--- src/rtl/sat_decision_unit.sv ---
// rtl/sat_decision_unit.sv - SAT decision engine: free bitmap, priority pick, decision stack, chronological backtrack
//
// Ports:
//   clock          rising-edge clock
//   reset          asynchronous, active-low reset
//   decide_req     request a new decision (sampled in IDLE)
//   backtrack_req  conflict reported, wins over decide_req (sampled in IDLE)
//   imply_valid    BCP implication strobe (sampled in IDLE, dropped when a request is present)
//   imply_idx      implied variable index
//   busy           high whenever the engine is not in IDLE
//   done           one-cycle pulse ending a decide or backtrack
//   res_code       00 decision, 01 flipped, 10 all assigned, 11 UNSAT (valid with done)
//   var_idx        variable decided or flipped
//   var_val        value assigned to var_idx
//   level          current decision level (stack pointer)
//   overflow       sticky: a free variable was found while the stack was full

module sat_decision_unit #(
  parameter int   VAR_NUM     = 8,
  parameter int   DEPTH       = VAR_NUM,
  parameter logic DEFAULT_POL = 1'b1,
  localparam int  IDX_W       = $clog2(VAR_NUM),
  localparam int  LVL_W       = $clog2(DEPTH + 1)
) (
  input  logic             clock,
  input  logic             reset,
  input  logic             decide_req,
  input  logic             backtrack_req,
  input  logic             imply_valid,
  input  logic [IDX_W-1:0] imply_idx,
  output logic             busy,
  output logic             done,
  output logic [1:0]       res_code,
  output logic [IDX_W-1:0] var_idx,
  output logic             var_val,
  output logic [LVL_W-1:0] level,
  output logic             overflow
);

  typedef enum logic [1:0] {
    IDLE = 2'd0,
    PICK = 2'd1,
    BT   = 2'd2
  } state_t;

  state_t           state;
  logic [VAR_NUM-1:0] free;
  logic [LVL_W-1:0] lvl [VAR_NUM];
  logic [IDX_W-1:0] stk_idx [DEPTH];
  logic             stk_val [DEPTH];
  logic             stk_flp [DEPTH];
  logic [LVL_W-1:0] sp;

  logic             pick_found;
  logic [IDX_W-1:0] pick_idx;
  logic [LVL_W-1:0] top_ptr;
  logic [IDX_W-1:0] top_idx;
  logic             top_val;
  logic             top_flp;

  assign level   = sp;
  assign top_ptr = sp - 1'b1;

  // Lowest free index wins: scan downwards so the last hit is the smallest.
  always_comb begin
    pick_found = 1'b0;
    pick_idx   = '0;
    for (int i = VAR_NUM - 1; i >= 0; i--) begin
      if (free[i]) begin
        pick_found = 1'b1;
        pick_idx   = IDX_W'(i);
      end
    end
  end

  // Stack accesses go through compare loops so the pointer width never has
  // to match the array index width exactly.
  always_comb begin
    top_idx = '0;
    top_val = 1'b0;
    top_flp = 1'b0;
    for (int d = 0; d < DEPTH; d++) begin
      if (LVL_W'(d) == top_ptr) begin
        top_idx = stk_idx[d];
        top_val = stk_val[d];
        top_flp = stk_flp[d];
      end
    end
  end

  always_ff @(posedge clock or negedge reset) begin
    if (!reset) begin
      state    <= IDLE;
      free     <= '1;
      sp       <= '0;
      busy     <= 1'b0;
      done     <= 1'b0;
      res_code <= 2'b00;
      var_idx  <= '0;
      var_val  <= 1'b0;
      overflow <= 1'b0;
      for (int v = 0; v < VAR_NUM; v++) begin
        lvl[v] <= '0;
      end
      for (int d = 0; d < DEPTH; d++) begin
        stk_idx[d] <= '0;
        stk_val[d] <= 1'b0;
        stk_flp[d] <= 1'b0;
      end
    end else begin
      done <= 1'b0;
      case (state)
        IDLE: begin
          if (backtrack_req) begin
            state <= BT;
            busy  <= 1'b1;
          end else if (decide_req) begin
            state <= PICK;
            busy  <= 1'b1;
          end else if (imply_valid) begin
            for (int v = 0; v < VAR_NUM; v++) begin
              if (IDX_W'(v) == imply_idx && free[v]) begin
                free[v] <= 1'b0;
                lvl[v]  <= sp;
              end
            end
          end
        end

        PICK: begin
          state <= IDLE;
          busy  <= 1'b0;
          done  <= 1'b1;
          if (!pick_found) begin
            res_code <= 2'b10;
          end else if (sp == LVL_W'(DEPTH)) begin
            overflow <= 1'b1;
            res_code <= 2'b10;
          end else begin
            for (int d = 0; d < DEPTH; d++) begin
              if (LVL_W'(d) == sp) begin
                stk_idx[d] <= pick_idx;
                stk_val[d] <= DEFAULT_POL;
                stk_flp[d] <= 1'b0;
              end
            end
            for (int v = 0; v < VAR_NUM; v++) begin
              if (IDX_W'(v) == pick_idx) begin
                free[v] <= 1'b0;
                lvl[v]  <= sp + 1'b1;
              end
            end
            sp       <= sp + 1'b1;
            var_idx  <= pick_idx;
            var_val  <= DEFAULT_POL;
            res_code <= 2'b00;
          end
        end

        BT: begin
          if (sp == '0) begin
            state    <= IDLE;
            busy     <= 1'b0;
            done     <= 1'b1;
            res_code <= 2'b11;
          end else if (!top_flp) begin
            // Undo everything implied at this level but keep the decision
            // variable itself, now carrying the opposite value.
            for (int v = 0; v < VAR_NUM; v++) begin
              if (!free[v] && lvl[v] == sp && IDX_W'(v) != top_idx) begin
                free[v] <= 1'b1;
              end
            end
            for (int d = 0; d < DEPTH; d++) begin
              if (LVL_W'(d) == top_ptr) begin
                stk_val[d] <= ~top_val;
                stk_flp[d] <= 1'b1;
              end
            end
            var_idx  <= top_idx;
            var_val  <= ~top_val;
            res_code <= 2'b01;
            done     <= 1'b1;
            busy     <= 1'b0;
            state    <= IDLE;
          end else begin
            // Both polarities tried: drop the whole level and keep walking.
            for (int v = 0; v < VAR_NUM; v++) begin
              if (lvl[v] == sp) begin
                free[v] <= 1'b1;
              end
            end
            sp <= sp - 1'b1;
          end
        end

        default: begin
          state <= IDLE;
          busy  <= 1'b0;
        end
      endcase
    end
  end

endmodule

--- config.mk ---
export PLATFORM = sky130hd
export DESIGN_NAME = sat_decision_unit
export DESIGN_NICKNAME = d
export VERILOG_FILES = /design/src/rtl/sat_decision_unit.sv
export SDC_FILE = /design/constraint.sdc
export NUM_CORES = 1
export LEC_CHECK = 0
export CAP_MARGIN = 10
export CORE_MARGIN = 4
export CORE_UTILIZATION = 56
export CTS_CLUSTER_DIAMETER = 150
export CTS_CLUSTER_SIZE = 40
export DETAILED_ROUTE_END_ITERATION = 16
export HOLD_SLACK_MARGIN = 0.08
export MAX_ROUTING_LAYER = met4
export PLACE_DENSITY = 0.82
export SLEW_MARGIN = 25
export SYNTH_ARGS = -nofsm -noshare
export SYNTH_HDL_FRONTEND = slang
export SYNTH_SLANG_ARGS = --single-unit
--- constraint.sdc ---
create_clock -name clock -period 3.4 [get_ports clock]
set_clock_uncertainty 0.1 [all_clocks]
set_input_delay 0.85 -clock clock [delete_from_list [all_inputs] [get_ports clock]]
set_output_delay 0.85 -clock clock [all_outputs]
set_load 0.01 [all_outputs]
* Word-level counts from Yosys, hierarchy flattened
Index checks and enable logic that the tools add are counted.
** Cells by class
- Add/sub/neg operators :: 2
- Eq/ne operators :: 104
- Multiplexer cells :: 177
- Bitwise operators :: 2
- Reductions and logical operators :: 78
** Operators with widths (count)
- $mux W32 :: 5
- $mux W8 :: 15
- $mux W1 :: 98
- $reduce_and A11 Y1 :: 8
- $mux W4 :: 20
- $ne A2 B2 Y1 const B :: 40
- $pmux W32 S2 :: 1
- $reduce_and A8 Y1 :: 8
- $mux W3 :: 20
- $reduce_and A7 Y1 :: 8
- $ne A3 B3 Y1 const B :: 18
- $eq A3 B4 Y1 const A :: 8
- $eq A4 B4 Y1 :: 8
- $pmux W8 S2 :: 2
- $reduce_and A4 Y1 :: 8
- $eq A3 B3 Y1 const A :: 8
- $logic_and A1 B1 Y1 :: 24
- $pmux W8 S3 :: 1
- $eq A2 B4 Y1 const A :: 4
- $mux W2 :: 8
- $eq A2 B3 Y1 const A :: 4
- $ne A3 B3 Y1 const A :: 4
- $reduce_and A5 Y1 :: 2
- $eq A1 B4 Y1 const A :: 2
- 21 further kinds :: 39
** Word-level totals
- Register bits after elaboration :: 95
- Input bits :: 8
- Output and inout bits :: 13
- Logic and storage cells :: 411

* Longest topological paths before layout
Gate-level depths: netlist of run 1.
- Word-level depth :: 16
- Gate-level depth with buffers :: 14
- Gate-level depth less buffers :: 9

* Worst setup path before layout of run 1
No wires, ideal clock.
- Path type :: reg2reg
- Start point :: register sp[1], in the netlist level[1]
- End point :: register var_idx[1]
- Setup time :: 127 ps
- Arrival :: 3211 ps
- Required time :: 3173 ps
- Slack :: -38 ps
- Cell stages (with the launch flop) :: 12
- Path buffers :: 4
- Period minus slack after synthesis :: 3438 ps
- Cell sequence :: dfrtp_1 buf_2 buf_1 inv_1 ha_1 buf_2 nor4_4 a32oi_1 a2111oi_2 nor2_1 buf_4 mux2_1
** Between the ends
- Longest elaborated chain between the ends :: 13
- Elaborated cells between the ends (all ways) :: 34
- Those cells by class :: add/sub: 1; eq/ne: 11; mux: 19; reduce/logical: 3
** Ends and longest elaborated chain
- start, declared :: RTL line 52 : logic [LVL_W-1:0] sp;
- start signal, assigned :: RTL line 153 : sp <= sp + 1'b1;
- start signal, assigned :: RTL line 193 : sp <= sp - 1'b1;
- $sub A4 B1 Y4 :: RTL line 62 : assign top_ptr = sp - 1'b1;
- $logic_not A4 Y1 :: RTL line 83 : if (LVL_W'(d) == top_ptr) begin
- $mux W3 (8 in series) :: RTL line 83
- $mux W3 :: RTL line 166 : end else if (!top_flp) begin
- $mux W3 :: RTL line 161 : if (sp == '0) begin
- $pmux W3 S2 :: RTL line 112 : case (state)
- end signal, assigned :: RTL line 154 : var_idx <= pick_idx;
- end signal, assigned :: RTL line 180 : var_idx <= top_idx;
- end, declared :: RTL line 34 : output logic [IDX_W-1:0] var_idx,
Parallel ways exist; a longest one is shown, timed or not. The select of a mux whose other input is x is not followed.
A chain may end at the register's enable or synchronous reset.

* Final worst setup path of run 1
- Start point :: register sp[0], in the netlist level[0]
- End point :: register stk_val[5] (netlist name)
** Between the ends
- Longest elaborated chain between the ends :: 15
- Elaborated cells between the ends (all ways) :: 39
- Those cells by class :: add/sub: 1; eq/ne: 14; mux: 20; bitwise: 1; reduce/logical: 3
** Ends and longest elaborated chain
- $sub A4 B1 Y4 :: RTL line 62
- $logic_not A4 Y1 :: RTL line 83
- $mux W1 (8 in series) :: RTL line 83
- $not A1 Y1 :: RTL line 176 : stk_val[d] <= ~top_val;
- $mux W1 :: RTL line 175 : if (LVL_W'(d) == top_ptr) begin
- $mux W8 :: RTL line 166
- $mux W8 :: RTL line 161
- $pmux W8 S2 :: RTL line 112
- end signal, assigned by index :: RTL line 176
- end, declared :: RTL line 50 : logic stk_val [DEPTH];
Parallel ways exist; a longest one is shown, timed or not. The select of a mux whose other input is x is not followed.

==> results of run 1 <==
state kept, by name (all words and copies together) (netlist names), 2 cells and up:
signal and flops:
level 4, res_code 2, stk_flp 8, lvl 32
var_idx 3, free 8, stk_val 8, state 2
stk_idx 24
worst max-delay path, cell delays in order, from the launching register on:
cell and delay, ps:
dfrtp_1 480, inv_1 160, ha_1 230, nand2b_1 100, buf_4 160, nor3_2 300, buf_4 220, nor2_1 80
nand2_1 60, a221oi_1 50, or4_1 720, mux2_2 340
cells by family (layout without fill, tap and decap cells):
group / count (synthesis) / in the layout
fa+ha+maj: 10 / 10
xor+xnor: 39 / 39
flops: 95 / 95
simple gates: 162 / 162
mux: 62 / 62
buf+inv: 47 / 87
compound gates: 140 / 140
per-stage QoR:
stage / cell area [µm²] / utilization / worst slack [ps] / hold WS, ps / total power, mW
2_1_floorplan: 5520 / - / 3.58 / 341 / 5.01
3_3_place_gp: 6000 / 0.638 / 258 / 356 / 6.29
3_5_place_dp: 6000 / 0.638 / 147 / 379 / 6.43
4_1_cts: 6200 / 0.658 / 123 / 336 / 7.22
5_1_grt: 6200 / 0.658 / 112 / 368 / 7.77
6_report: 6200 / 0.658 / 296 / 329 / 7.27
routing by layer:
layer  wire length [µm]  track usage  vias to the layer above
li1                   -            -                     2082
met1               6400        0.372                     2242
met2               6720        0.418                      214
met3               1110       0.0540                       26
met4                215       0.0749                        0
met5                  0            -                        -
area by class of cell:
type	instances	area [µm²]
fill	766	3220
multi-input combinational	413	2940
sequential	95	2390
timing repair buffer	51	443
tap	129	161
clock buffer	9	124
inverter	21	78.8
clock inverter	6	68.8
cells in the mapped netlist (all sizes together) (3+ instances only):
master / n / area (µm²)
a211o: 3 / 26.3
a211oi: 3 / 22.5
a21boi: 5 / 37.5
a21oi: 35 / 186
a221o: 6 / 60.1
a221oi: 3 / 26.3
a22oi: 4 / 30.0
a31oi: 7 / 43.8
buf: 12 / 70.1
clkbuf: 14 / 52.6
dfrtp: 87 / 2180
dfstp: 8 / 210
ha: 10 / 125
inv: 20 / 75.1
mux2: 60 / 676
nand2: 50 / 188
nand2b: 9 / 56.3
nand3: 10 / 50.1
nand3b: 7 / 52.6
nand4: 8 / 50.1
nor2: 45 / 169
nor2b: 6 / 37.5
nor3: 12 / 70.1
nor4: 6 / 52.6
o211ai: 5 / 37.5
o21a: 4 / 37.5
o21ai: 28 / 140
o22a: 6 / 52.6
o22ai: 6 / 37.5
o31a: 3 / 26.3
o31ai: 3 / 22.5
xnor2: 23 / 201
xor2: 16 / 140
final timing paths:
path / depth (start not counted) / start / slack [ps] / to
min in group clock: 1 / busy / 390 / busy
setup / recovery: 11 / level[0] / 300 / stk_val[5]
setup reg to reg: 11 / level[0] / 300 / stk_val[5]
max in group asynchronous: 2 / reset / 2210 / stk_idx[16]
hold reg to reg: 1 / busy / 390 / busy
hold / removal: 1 / reset / 330 / stk_val[3]
timing repair:
action,in CTS,in global routing
setup buffers,0,0
setup endpoints to repair,0,9
gates resized for setup,0,1
report_power, final:
| group | switching (mW) | internal, mW |
|---|---|---|
| Combinational | 2.64 | 1.87 |
| Clock | 0.414 | 0.342 |
| Sequential | 0.374 | 1.63 |
==> summary.md, run 1 <==
| Metric | Value |
|---|---|
| Syn nets | 573 |
| Synthesis-to-finish area growth | 12.3% |
| CP Capture Type | flop |
| Post-Synth Simple-Gate Area | 0.146 |
| Clock tree root driver cell | clkbuf_8 |
| FFs w/ async S/R, synth | 1.00 |
| Final estimated routing congestion in global placement | 0.993 |
| DR iter-0 viols | roughly 400 |
| Final nets | just over 600 |
| Routed vias | between 4000 and 5000 |
| Final worst path period share | 0.913 |
| Worst setup SP type | flop |
| Longest Clk Path Bufs | 2 |
| Register area share after synthesis | 0.432 |
| Max H-tree Level | 3 |
| Slew margin rel. | 0.502 |
| Sink Count | 95 |
| Outcome | finished, final reports clean |
| Reg clk slew, reported paths | 100 ps |
| F_max | ~320 MHz |
| Largest family of logic cells by synthesized area | compound AO/OA/AOI/OAI gates |
| RSZ-0062 raised after global routing | false |
| PD cells | around 1200 nW/µm² |
| Total gr overflow | 0 |
| CORE AREA | roughly 9400 µm² |
| Post-synthesis mux area share | 0.126 |
| Initial antenna violation count | 0 |
| First-pass GRT wire length | 23800 µm |
| Mapped Cells | 555 |
| IO Count | 21 |
| Arrival @ worst endpoint | 3270 ps |
| Worst slew pin tran | ~740 ps |
| Share of layout cells above drive strength 1 | 0.210 |
| Post-synth cell types | 65 |
| Syn Std Cell Area | 5520 µm² |
| Vias in the first global route | approximately 4600 |
| Non-Filler Instances | about 720 |
| Routed WL per cell | 19.9 µm |
| Die H | about 110 µm |
| Cts bufs inserted | 9 |
| Routed Antenna Nets | 0 |
| Avg Cell Area, Syn | between 9 and 10 µm² |
| Commonest cells after routing, fill and taps aside | 87 x dfrtp_1, 58 x mux2_2, 50 x nand2_1 |
| Most common cell after layout, fill and taps aside | dfrtp_1 |
| Ant. Diodes | 0 |
| Port bufs | 20 |
| Setup TNS | 0 ps |
| Rows | 35 |
| CTS tree | built |
| Initial Util | 0.587 |
| Final hold vios | 0 |
| Final setup fails | 0 |
| Max Transition Viols Final | 0 |
| Post-CTS Hold Fix Bufs | 0 |
| Worst-path maximum fanout | 8 |
| Required time worst endpoint | between 3000 and 4000 ps |
| Die X | 107 µm |
| Hold Path Class | primary input to asynchronous set/reset pin |
| DRC | 0 |
| Die ar. | 11500 µm² |
| DR pass1 iterations | 5 |
| Vias per cell | 6.30 |
| Max_cap viols | 0 |
| Post-Synth XOR/XNOR Area | 0.0618 |
| DP Wirelength | 10500 µm |
| Inst Count DP | 709 |
| Largest net degree at the start of global routing | 61 |
| Setup CP Type | flop to flop |
| Synth Area in Compound Gates | 0.175 |
| Max IR drop VDD | 598 µV |
| Static leakage | 2.55 nW |
| Total Wirelength | 14400 µm |
| Main flop type after synthesis | dfrtp_1 |
| Fin crit period | 3100 ps |
| Post-synth EDFFs | 0 |
| Overall Global Routing Usage | 0.272 |
| Clock latency on the worst-skew pair | between 300 and 400 ps |
| Synth warn | 0 |
| Synth Area in Adders | 0.0227 |
| Synth Register Bits | 95 |
Note: power is estimated with default switching activity, not from simulation.
==> run 2, diff against run 1 <==
--- a/config.mk
+++ b/config.mk
@@ -6,6 +6,7 @@
 export NUM_CORES = 1
 export LEC_CHECK = 0
 export CAP_MARGIN = 10
+export CORE_ASPECT_RATIO = 0.75
 export CORE_MARGIN = 4
 export CORE_UTILIZATION = 56
 export CTS_CLUSTER_DIAMETER = 150
==> constraint.sdc (replaced) <==
create_clock -name clock -period 2.7 [get_ports clock]
set_clock_uncertainty 0.1 [all_clocks]
set_input_delay 0.675 -clock clock [delete_from_list [all_inputs] [get_ports clock]]
set_output_delay 0.675 -clock clock [all_outputs]
set_load 0.02 [all_outputs]
==> summary.md, run 2 (synthesis gave the netlist of run 1 again) <==
| Metric | Value |
|---|---|
| Outcome | finished, violations left |
| Failing checks | negative setup slack |
| DP Area | 6440 µm² |
| Largest net degree at the start of global routing | 49 |
| Share of layout cells above drive strength 1 | 0.330 |
| Final worst path period share | 1.03 |
| CTS tree | built |
| Sink Count | 95 |
| Initial Util | 0.574 |
| Required time worst endpoint | 2860 ps |
| Design area | around 7000 µm² |
| Worst setup SP type | flop |
| Clock latency on the worst-skew pair | 350 ps |
| Hold Path Class | primary input to asynchronous set/reset pin |
| Final worst slack | -80.8 ps |
| Most common cell after layout, fill and taps aside | dfrtp_1 |
| Routed vias | 4965 |
| Final setup fails | 8 |
| Cts bufs inserted | 9 |
| Die ar. | 11500 µm² |
| Setup CP Type | flop to flop |
| Arrival @ worst endpoint | 2940 ps |
| Final hold vios | 0 |
| Ant. Diodes | 0 |
| Fin util | 0.726 |
| Final estimated routing congestion in global placement | 0.977 |
| Largest Register | lvl |
| Final nets | 667 |
| CP Launch Point | level[0] |
| Commonest cells after routing, fill and taps aside | 85 x dfrtp_1, 80 x buf_4, 55 x mux2_2 |
| Port bufs | 20 |
| IO Count | 21 |
| RSZ-0062 raised after global routing | true |
| CP most frequent cell | buf_4 |
| Max H-tree Level | 3 |
| Max stage delay on crit path | a little over 500 ps |
| Vias per cell | about 6.3 |
| Clock tree root driver cell | clkbuf_16 |
| DR pass1 iterations | 5 |
| Max Transition Viols Final | 0 |
| CORE AREA | 9620 µm² |
| Die X | 123 µm |
| Number of flip-flops in the largest register | 32 |
| DR iter-0 viols | 628 |
| First-pass GRT wire length | 25800 µm |
| Reg clk slew, reported paths | 70 ps |
| CP Capture Type | flop |
| Synthesis-to-finish area growth | 26.4% |
| Vias in the first global route | approximately 4800 |
| Longest Clk Path Bufs | 2 |
| Initial antenna violation count | 0 |
| DP Wirelength | 11400 µm |
| DRC | 0 |
| Total gr overflow | 0 |
| F_max | between 300 and 400 MHz |
| Worst-path maximum fanout | 8 |
| Max_cap viols | 0 |
| Worst path bufs/invs | 4 |
| Total Wirelength | ~16000 µm |
| Slowest CP cell | dfrtp_2 |
| Routed Antenna Nets | 0 |
| Fin crit period | 2780 ps |
| Die H | 94.0 µm |
| Critical path, cell by cell | inv_8 -> ha_4 -> buf_4 -> nor3b_4 -> buf_4 -> nand3b_1 -> o211ai_1 -> a31oi_2 -> buf_4 -> o311ai_1 -> a22oi_1 |
| Rows | 31 |
| Crit Reg-Reg Startpoint | level[0] |
| Largest regs | lvl (32), stk_idx (24) |
| CP top delay family | compound AO/OA/AOI/OAI gates |
| Overall Global Routing Usage | 0.298 |
| Routed WL per cell | about 21 µm |
| Worst slew pin tran | 743 ps |
| Slew margin rel. | 0.501 |
[run 2: final cells by class]
type	instances	area (µm²)
multi-input cells	414	3120
fillers	719	2640
flip-flops and latches	95	2390
repair buffers	108	910
clock buffers	9	225
well taps	132	165
inverters	21	88.8
clock inverters	7	78.8
[run 2: repair_timing]
| action | CTS | global route |
|---|---|---|
| cloned | 0 | 1 |
| setup buffers | 1 | 12 |
| pin swaps | 5 | 10 |
| hold buffers | 0 | 0 |
| hold endpoints to repair | 0 | 0 |
| endpoints found under the setup margin | 10 | 48 |
| gates resized for setup | 6 | 31 |
[run 2: through the flow]
step / hold WS, ps / cells / setup TNS (ps) / setup WS [ps]
final: 124 / 786 / -271 / -80.8
after CTS: 127 / 773 / 0 / 1.73
after detailed placement: 374 / 756 / -4150 / -241
after floorplan: 279 / 555 / -3050 / -264
after global placement: 364 / 756 / -2400 / -146
after global routing: 142 / 786 / -1020 / -116
[run 2: metal layers]
| layer | vias to the layer above | global-route usage | share of wire |
|---|---|---|---|
| met4 | 0 | 0.0839 | 0.022 |
| met5 | - | - | 0 |
| met2 | 295 | 0.429 | 0.46 |
| met3 | 46 | 0.0692 | 0.096 |
| met1 | 2427 | 0.422 | 0.43 |
| li1 | 2197 | - | - |
[run 2: final timing paths]
check	endpoint	slack (ps)	depth (start not counted)
max	free[6]	-80	11
min in group clock	stk_idx[15]	390	2
min	stk_flp[3]	120	1
max in group asynchronous	free[4]	1680	2
min reg2reg	stk_idx[15]	390	2
max reg2reg	free[6]	-80	11
Power of run 2 is left out: the tool's default activity adds up to more than one toggle a clock period on the data nets, which glitch-free logic cannot reach.
==> run 3, diff against run 2 <==
--- a/config.mk
+++ b/config.mk
@@ -15,6 +15,7 @@
 export HOLD_SLACK_MARGIN = 0.08
 export MAX_ROUTING_LAYER = met4
 export PLACE_DENSITY = 0.82
+export SKIP_CTS_REPAIR_TIMING = 1
 export SLEW_MARGIN = 25
 export SYNTH_ARGS = -nofsm -noshare
 export SYNTH_HDL_FRONTEND = slang
==> summary.md, run 3 (synthesis gave the netlist of run 1 again) <==
| Metric | Value |
|---|---|
| Final hold vios | 0 |
| DP Wirelength | 11400 µm |
| Die H | 94.0 µm |
| Max H-tree Level | 3 |
| Worst-path maximum fanout | 9 |
| Largest Register | lvl |
| F_max | 365 MHz |
| Fin util | 0.719 |
| Final worst path period share | 1.01 |
| Arrival @ worst endpoint | 2870 ps |
| Routed Antenna Nets | 0 |
| Worst slew pin tran | between 700 and 800 ps |
| Slowest CP cell | or4_4 |
| Commonest cells after routing, fill and taps aside | 85 x dfrtp_1, 74 x buf_4, 57 x mux2_2 |
| Total Wirelength | 16100 µm |
| WL met2 | 7230 µm |
| Crit Reg-Reg Startpoint | level[0] |
| CORE AREA | slightly below 10000 µm² |
| Reg clk slew, reported paths | 70 ps |
| Reg-to-reg endpoint | stk_val[6] |
| Longest Clk Path Bufs | 2 |
| Total gr overflow | 0 |
| Die X | between 100 and 150 µm |
| Die ar. | 11500 µm² |
| Final worst slack | -40.2 ps |
| Filler Cells Inserted | 727 |
| Number of flip-flops in the largest register | 32 |
| DRC | 0 |
| Post-place setup slack | -241 ps |
| Worst setup SP type | flop |
| RSZ-0062 raised after global routing | true |
| Setup TNS | -259 ps |
| Critical path, cell by cell | inv_8 -> ha_4 -> nand2b_4 -> buf_12 -> nor3_4 -> buf_4 -> nor2_1 -> nand2_1 -> a221oi_1 -> or4_4 -> mux2_2 |
| Vias in the first global route | 4755 |
| First-pass GRT wire length | 25700 µm |
| Required time worst endpoint | 2830 ps |
| Largest net degree at the start of global routing | 49 |
| Failing checks | negative setup slack |
| Final setup fails | 10 |
| Setup CP Type | flop to flop |
| Largest regs | lvl (32), stk_idx (24) |
| IO Count | 21 |
| Clock latency on the worst-skew pair | ~350 ps |
| Clock tree root driver cell | clkbuf_16 |
| Most common cell after layout, fill and taps aside | dfrtp_1 |
| Cts bufs inserted | 9 |
| Initial Util | 0.574 |
| Fin crit period | 2740 ps |
| CP Capture Type | flop |
| Routed WL per cell | 20.7 µm |
| Vias per cell | ~6.3 |
| Max_cap viols | 0 |
| Share of layout cells above drive strength 1 | 0.322 |
| Hold slack | around 120 ps |
| Max stage delay on crit path | approximately 550 ps |
| DR iter-0 viols | 576 |
| Reg2reg setup slack | -40 ps |
| Slew margin rel. | 0.510 |
| Synthesis-to-finish area growth | 25.3% |
| Sink Count | 95 |
| Rows | 31 |
| Overall Global Routing Usage | 0.296 |
| CTS tree | built |
| Final estimated routing congestion in global placement | 0.977 |
| WL met3 | 1590 µm |
| Final nets | approximately 660 |
| Initial antenna violation count | 0 |
| Outcome | finished, violations left |
| Hold Path Class | primary input to asynchronous set/reset pin |
| DRT met1 WL | 6960 µm |
| Max Transition Viols Final | 0 |
| Routed vias | 4864 |
| FF-to-FF path depth | 11 |
| Port bufs | 20 |
| Max layer used | met4 |
| DR pass1 iterations | 8 |
| Ant. Diodes | 0 |
==> run 3: cell count changes in the layout (fill, tap and decap cells not counted), sizes merged <==
cell / previous run / this run
buf: 89 / 81
==> run 3: metrics by stage <==
step | instances | cell area, µm²
after floorplan | 555 | 5660
after global placement | 756 | 6440
after detailed placement | 756 | 6440
after CTS | 772 | 6740
after global routing | 778 | 6920
final | 778 | 6920
==> run 3: worst max-delay path by stage <==
stage | depth (start not counted) | endpoint | startpoint | slack (ps)
2_1_floorplan | 13 | stk_val[3] | level[0] | -260
3_3_place_gp | 7 | lvl[3] | backtrack_req | -150
3_5_place_dp | 7 | lvl[9] | backtrack_req | -240
4_1_cts | 9 | stk_val[6] | level[0] | -130
5_1_grt | 9 | stk_val[7] | level[1] | -130
6_report | 11 | stk_val[6] | level[0] | -40
==> run 3: area by class of cell <==
cell class / count / area (µm²) / share of cell area
Clock buffer: 9 / 225 / 0.0325
Clock inverter: 7 / 78.8 / 0.0114
Inverter: 21 / 88.8 / 0.0128
Multi-Input combinational cell: 414 / 3130 / 0.452
Sequential cell: 95 / 2390 / 0.345
Tap cell: 132 / 165 / 0.0239
Timing Repair Buffer: 100 / 842 / 0.122
==> run 3: critical path, delay by kind of cell (launching register included) <==
family	cells	cell delay, ps
AO/OA/AOI/OAI	1	50
adder cells (fa/ha/maj)	1	210
buffers and inverters	3	420
flip-flops	1	500
multiplexers	1	300
AND/OR/NAND/NOR	5	1030
==> run 3: routing by layer <==
| metal | up-vias | track usage |
|---|---|---|
| met1 | 2372 | 0.424 |
| li1 | 2182 | - |
| met2 | 274 | 0.424 |
| met4 | 0 | 0.0755 |
| met5 | - | - |
| met3 | 36 | 0.0710 |
Power of run 3 is left out for the same reason.
